**config.mk**
```make
export PLATFORM = sky130hd
export DESIGN_NAME = mem_arbiter
export DESIGN_NICKNAME = d
export VERILOG_FILES = /design/src/rtl/cpu_mem_pkg.sv /design/src/rtl/mem_arbiter.sv
export SDC_FILE = /design/constraint.sdc
export NUM_CORES = 1
export LEC_CHECK = 0
export CAP_MARGIN = 20
export CORE_UTILIZATION = 42
export CTS_BUF_LIST = sky130_fd_sc_hd__clkbuf_8
export DETAILED_ROUTE_END_ITERATION = 12
export PLACE_DENSITY = 0.95
export SYNTH_ARGS = -nofsm -noshare
export SYNTH_HDL_FRONTEND = slang
export SYNTH_SLANG_ARGS = --single-unit
```
**constraint.sdc**
```tcl
create_clock -name clk -period 5.55 [get_ports clk]
set_input_delay 0.8325 -clock clk [delete_from_list [all_inputs] [get_ports clk]]
set_output_delay 0.8325 -clock clk [all_outputs]
set_load 0.05 [all_outputs]
```
**src/rtl/cpu_mem_pkg.sv**
```systemverilog
// cpu_mem_pkg: shared types for the CPU memory subsystem.
//   AW_DEF / DW_DEF : default address / data widths of the program/data memory
//   arb_state_t     : arbiter ownership state
//   port_t          : requester id, used for round-robin history and read tags
package cpu_mem_pkg;

  localparam int AW_DEF = 8;
  localparam int DW_DEF = 8;

  typedef enum logic [1:0] {
    ARB    = 2'd0,
    LOCK_A = 2'd1,
    LOCK_B = 2'd2
  } arb_state_t;

  typedef enum logic {
    PORT_A = 1'b0,
    PORT_B = 1'b1
  } port_t;

endpackage

```
**src/rtl/mem_arbiter.sv**
```systemverilog
// mem_arbiter: two-port round-robin arbiter/sequencer in front of the
// single-port synchronous program/data memory.
//
// Ports:
//   clk, rst                      clock, async active-high reset
//   a_*/b_* req,we,lock,addr,wdata  requester inputs (A = CPU, B = loader/DMA)
//   a_gnt/b_gnt                   combinational access accept
//   a_rvalid/b_rvalid, *_rdata    registered read return (rdata = mem_d_o)
//   mem_we, mem_addr, mem_d_i     memory command, zero when idle
//   mem_d_o                       memory read data, one cycle after address
//   lock_err                      one-cycle pulse when a lock is forced off
//
// state  | meaning
// ARB    | no owner, round-robin between requesters
// LOCK_A | port A owns the memory, B is held off
// LOCK_B | port B owns the memory, A is held off
module mem_arbiter
  import cpu_mem_pkg::*;
#(
  parameter int AW       = AW_DEF,
  parameter int DW       = DW_DEF,
  parameter int LOCK_MAX = 16
) (
  input  logic          clk,
  input  logic          rst,
  input  logic          a_req,
  input  logic          a_we,
  input  logic          a_lock,
  input  logic [AW-1:0] a_addr,
  input  logic [DW-1:0] a_wdata,
  input  logic          b_req,
  input  logic          b_we,
  input  logic          b_lock,
  input  logic [AW-1:0] b_addr,
  input  logic [DW-1:0] b_wdata,
  output logic          a_gnt,
  output logic          b_gnt,
  output logic          a_rvalid,
  output logic          b_rvalid,
  output logic [DW-1:0] a_rdata,
  output logic [DW-1:0] b_rdata,
  output logic          mem_we,
  output logic [AW-1:0] mem_addr,
  output logic [DW-1:0] mem_d_i,
  input  logic [DW-1:0] mem_d_o,
  output logic          lock_err
);

  localparam logic [7:0] LOCK_MAX_C = 8'(LOCK_MAX);

  arb_state_t state, state_n;
  logic [7:0] cnt, cnt_n;
  port_t      last, last_n;
  logic       err_n;
  logic       gnt_a, gnt_b;
  logic       arb_open;
  logic       resp_valid;
  port_t      resp_tag;

  always_ff @(posedge clk or posedge rst) begin
    if (rst) begin
      state      <= ARB;
      cnt        <= '0;
      last       <= PORT_B;
      lock_err   <= 1'b0;
      resp_valid <= 1'b0;
      resp_tag   <= PORT_A;
    end else begin
      state      <= state_n;
      cnt        <= cnt_n;
      last       <= last_n;
      lock_err   <= err_n;
      resp_valid <= (a_gnt & ~a_we) | (b_gnt & ~b_we);
      resp_tag   <= b_gnt ? PORT_B : PORT_A;
    end
  end

  always_comb begin
    state_n  = state;
    cnt_n    = cnt;
    last_n   = last;
    err_n    = 1'b0;
    gnt_a    = 1'b0;
    gnt_b    = 1'b0;
    arb_open = 1'b0;

    case (state)
      ARB: arb_open = 1'b1;
      LOCK_A: begin
        // Dropping lock hands the cycle to normal arbitration, so the
        // waiting port can be granted in the very same cycle.
        if (!a_lock) begin
          arb_open = 1'b1;
        end else begin
          gnt_a = a_req;
          if (a_req) last_n = PORT_A;
          if (cnt >= LOCK_MAX_C) begin
            state_n = ARB;
            cnt_n   = '0;
            err_n   = 1'b1;
            last_n  = PORT_A;
          end else begin
            cnt_n = cnt + 8'd1;
          end
        end
      end
      LOCK_B: begin
        if (!b_lock) begin
          arb_open = 1'b1;
        end else begin
          gnt_b = b_req;
          if (b_req) last_n = PORT_B;
          if (cnt >= LOCK_MAX_C) begin
            state_n = ARB;
            cnt_n   = '0;
            err_n   = 1'b1;
            last_n  = PORT_B;
          end else begin
            cnt_n = cnt + 8'd1;
          end
        end
      end
      default: state_n = ARB;
    endcase

    if (arb_open) begin
      state_n = ARB;
      cnt_n   = '0;
      // On a tie, the port that did not win most recently goes first.
      if (a_req && (!b_req || last == PORT_B)) gnt_a = 1'b1;
      else if (b_req)                          gnt_b = 1'b1;
      if (gnt_a) begin
        last_n = PORT_A;
        if (a_lock) begin
          state_n = LOCK_A;
          cnt_n   = 8'd1;
        end
      end
      if (gnt_b) begin
        last_n = PORT_B;
        if (b_lock) begin
          state_n = LOCK_B;
          cnt_n   = 8'd1;
        end
      end
    end
  end

  // No access is presented to the memory while reset is held.
  assign a_gnt = gnt_a & ~rst;
  assign b_gnt = gnt_b & ~rst;

  assign mem_we   = (a_gnt & a_we) | (b_gnt & b_we);
  assign mem_addr = a_gnt ? a_addr  : (b_gnt ? b_addr  : '0);
  assign mem_d_i  = a_gnt ? a_wdata : (b_gnt ? b_wdata : '0);

  assign a_rvalid = resp_valid & (resp_tag == PORT_A);
  assign b_rvalid = resp_valid & (resp_tag == PORT_B);
  assign a_rdata  = mem_d_o;
  assign b_rdata  = mem_d_o;

endmodule
```
[Word-level counts from Yosys, hierarchy flattened]
Index checks and enable logic that the tools add are counted.
Word-level totals
  bits of input ports: 48
  flip-flop bits (word level): 14
Cells by class
  $lt $le $gt $ge: 1
  reductions and logical operators: 7
  bitwise gates (word level): 14
  add/subtract/negate cells: 1
  equality and inequality tests: 5
  mux-type cells: 51
Operators by type and width (number)
  $mux 8: 10
  $mux 1: 30
  $pmux 8 s2: 1
  $mux 2: 6
  $add 8x1->8 const B: 1
  $and 1x1->1: 8
  $ge 8x5->1 const B: 1
  $ne 3x3->1 const B: 2
  $pmux 2 s3: 1
  $reduce_and 3->1: 2
  $not 1->1: 4
  $pmux 1 s2: 2
  $pmux 1 s3: 1
  $reduce_bool 3->1: 1
  $eq 2x1->1 const B: 1
  $eq 2x2->1 const B: 1
  $logic_not 2->1: 1
  $ne 2x2->1 const B: 1
  $or 1x1->1: 2
  $logic_and 1x1->1: 1
  $logic_not 1->1: 1
  $logic_or 1x1->1: 1

[Longest topological paths before layout]
  depth after elaboration: 9
  gate-level depth with buffers: 8
  mapped depth without buffers: 7

[Least setup slack after synthesis]
No wires, ideal clock.
  path kind: input port to output port
  start point: input port a_lock
  end point: output port mem_addr[6]
  buffers on the path: 2
  data arrival time: 2.604 ns
  stages on the path: 6
  setup slack: 2.114 ns
  required time: 4.718 ns
  path through: nor2b_4 -> or3_1 -> a41oi_2 -> buf_6 -> buf_12 -> mux2i_1
On the way
  longest elaborated chain between the ends: 7
Ends and longest elaborated chain
  from (decl): RTL line mem_arbiter.sv:28  | input logic a_lock,
  $mux 1: RTL line mem_arbiter.sv:92  | if (!a_lock) begin
  $mux 1: RTL line mem_arbiter.sv:87  | case (state)
  $mux 1: RTL line mem_arbiter.sv:130  | if (a_req && (!b_req || last == PORT_B)) gnt_a = 1'b1;
  $mux 1 (2 in a row): RTL line mem_arbiter.sv:126  | if (arb_open) begin
  $and 1x1->1: RTL line mem_arbiter.sv:150  | assign a_gnt = gnt_a & ~rst;
  $mux 8 (*): RTL line mem_arbiter.sv:154  | assign mem_addr = a_gnt ? a_addr : (b_gnt ? b_addr : '0);
  to (decl): RTL line mem_arbiter.sv:43  | output logic [AW-1:0] mem_addr,
Every way passes the cells marked *; elsewhere a longest branch is shown, timed or not. The select of a mux whose other input is x is not followed.

[Worst setup path after layout]
  start point: input port b_lock
  end point: output port mem_we
On the way
  longest elaborated chain between the ends: 9
Ends and longest elaborated chain
  from (decl): RTL line mem_arbiter.sv:33  | input logic b_lock,
  $mux 1: RTL line mem_arbiter.sv:108  | if (!b_lock) begin
  $mux 1: RTL line mem_arbiter.sv:87
  $mux 1: RTL line mem_arbiter.sv:131  | else if (b_req) gnt_b = 1'b1;
  $mux 1: RTL line mem_arbiter.sv:130
  $mux 1 (2 in a row): RTL line mem_arbiter.sv:126
  $and 1x1->1: RTL line mem_arbiter.sv:151  | assign b_gnt = gnt_b & ~rst;
  $and 1x1->1: RTL line mem_arbiter.sv:153  | assign mem_we = (a_gnt & a_we) | (b_gnt & b_we);
  $or 1x1->1 (*): RTL line mem_arbiter.sv:153
  to (decl): RTL line mem_arbiter.sv:42  | output logic mem_we,
Marks and branches as above.

==> impl_metrics.ini <==
[cells_and_area]
diodes = 0
drive_above_1_share_pct = 6.220
area_delta_synth_final_pct = 36.87
fill_cells = 254
mostFrequentLayoutCells = clkdlybuf4s50_1, nand2_1, nand3_1
final_common_cell = clkdlybuf4s50_1
finalNetCount = 265

[clock_tree]
cts_tree = yes
cts_buffer_depth = 2
hold_buffers = 0
cts.sinks = 14
post_cts_resized = 0
cts.clk_slew.worst_paths_ns = 0.06
postCtsSetupBuffers = 0
clockRootBuffer = clkbuf_8
htree_levels = 1
cts_buffers = 3
clk_latency_ns = 0.24

[yosys]
synth_edf_count = 0
synth-warning-count = 0
synth.area.top_cells = dfrtp_1, mux2i_1, buf_4
netlist_area_um2 = 1425
synth_seq_area_share_pct = 24.67
syn-num-nets = 221
synth_top_area_share_pct = 22.83
synthFlopType = dfrtp_1
synth_cell_types = 43
synth_seq_cells = 14
synthCells = 166
async_flop_share_pct = 100.0
syn_avg_cell_area_um2 = 8.585
yosys.area.top_type = dfrtp_1

[power_and_ir_drop]
p_switching_mw = 0.2650
p_leak_nw = 0.8457
p_clk_share_pct = 16.8
pwr-share-comb_pct = 59.8
p_int_mw = 0.3228
sequentialPowerShare_pct = 23.3
powerDensity_nw_per_um2 = 301.3
finalPower_mw = 0.5878
swShare_pct = 45.08
ir_drop_v = 0.0001600

[routing]
ant_nets = 0
drc = 0
dr.first_iter.drc_count = 86
wl_per_cell_um = 14.49
viasPerCell = 5.154
via_count = 1304
totalWireLength_um = 3665
dr.pass1.iters = 4

[floorplan]
die-area_um2 = 3630
ios = 86
coreArea_um2 = 3128
fp.dieH_um = 60.25
die_w_um = 60.25
placementRows = 20
start_util_pct = 45.56

[worst_setup_path]
rr_worst_depth = 6
r2r_end = resp_valid$_DFF_PP0_
timing_worst_setup_path_type = primary input to primary output
ff2ff_setup_slack_ns = 3.19
start_kind = primary input
worst_setup_path_end_kind = primary output
critPathRequiredTime_ns = 4.72
cp_data_arrival_time_ns = 3.69
path_max_fanout = 17
r2r_start = state[0]$_DFFE_PP0P_

[sta]
fmax_ghz = 0.2211
worst_pin_slew_ns = 0.9602
timing.final.crit_share_pct = 81.50
setup_viol = 0
layout_min_cycle_time_ns = 4.523
finalClockSkew_ns = 0.0006313
slew_headroom_pct = 35.99
finalSetupTns_ns = 0
whs_ns = 0.5500
setup_slack_ns = 1.027
grt_setup_unrepaired = false
hold_viol = 0
finalMaxSlewViolations = 0

[hold_path]
hold_class = register to register
min-delay-start = cnt[3]$_DFFE_PP0P_
worstHoldEndpoint = cnt[3]$_DFFE_PP0P_
worstHoldPathCells = 2

[global_routing]
grt_pass1_vias = 1199
grt_max_degree = 32
antenna_found_initial = 0
grt_use_total_pct = 19.77
grt_pass1_wl_um = 5375
gr-total-overflow = 0

[place]
gp_congestion = 0.9008
io_buffer_count = 61
preCtsSetupSlack_ns = 1.030
dpl.hpwl_um = 2802

[run]
cap_violations = 0

[outcome]
status = finished, final reports clean
==> per-stage QoR <==
step | utilization [%] | cells | instance area [um^2]
floorplan | - | 166 | 1425
global placement | 60.60 | 249 | 1896
detailed placement | 60.60 | 249 | 1896
CTS | 62.36 | 253 | 1951
global route | 62.36 | 253 | 1951
finish | 62.36 | 253 | 1951
==> flip-flops by register name, summed over array words and instances, names as in the netlist <==
register    cells
resp_valid      1
resp_tag        1
last            1
state           2
cnt             8
lock_err        1
==> routing by layer <==
metal  GRT usage, %  vias up  routed length [um]
met4          3.987        0                   0
met5              0        -                   0
met3          6.277        0                 394
met2          36.89       62                1835
met1          21.51      594                1435
li1               -      648                   -
==> synthesized netlist by cell type, drive strengths merged (2+ instances only) <==
master,number
o32ai,2
clkbuf,2
mux2i,17
inv,10
and3,2
buf,21
dfrtp,13
o21ai,2
a41oi,2
nand3,19
nand2,30
ha,7
nor2,5
and2,5
o2bb2ai,2
nor2b,3
a21oi,2
o31ai,2
or3,3
==> how the worst max path moves through the flow <==
stage	startpoint	end	slack, ns	cells past startpoint
after floorplan	a_lock	mem_addr[6]	2.11	6
after global placement	b_lock	mem_we	1.10	7
after detailed placement	b_lock	mem_we	1.03	7
after CTS	b_lock	mem_we	1.03	7
after global routing	b_lock	mem_we	0.84	7
final	b_lock	mem_we	1.03	7
==> cell families after synthesis <==
group                      after synthesis  synth area share (%)
buffers and inverters                   34                 17.12
DFF                                     14                 24.67
and+or+nand+nor                         73                 26.87
adders and majority gates                7                 6.145
muxes                                   17                 11.94
AOI/OAI and AO/OA                       21                 13.26
==> final cells by class <==
type | instances | area, um^2 | share of cell area (%)
inverter | 11 | 41.29 | 2.117
timing repair buffer | 62 | 618.1 | 31.69
multi-input combinational | 118 | 829.5 | 42.53
clock buffer | 4 | 55.05 | 2.822
tap | 44 | 55.05 | 2.822
sequential | 14 | 351.6 | 18.02
==> power by group through the flow <==
| stage | clock network (mW) | registers [mW] | logic (mW) |
|---|---|---|---|
| 2_1_floorplan | 0 | 0.134 | 0.299 |
| 3_3_place_gp | 0 | 0.136 | 0.342 |
| 3_5_place_dp | 0 | 0.138 | 0.349 |
| 4_1_cts | 0.0995 | 0.137 | 0.352 |
| 5_1_grt | 0.106 | 0.140 | 0.376 |
| 6_report | 0.0988 | 0.137 | 0.352 |
==> worst max-delay path, cell delays in order <==
cell and delay, ns:
clkdlybuf4s50_1 0.60, a21boi_1 0.15, a2111oi_4 0.89, nand2_1 0.15
inv_1 0.13, o2bb2ai_1 0.11, clkdlybuf4s50_1 0.81
Power figures use the tool's default switching activity.
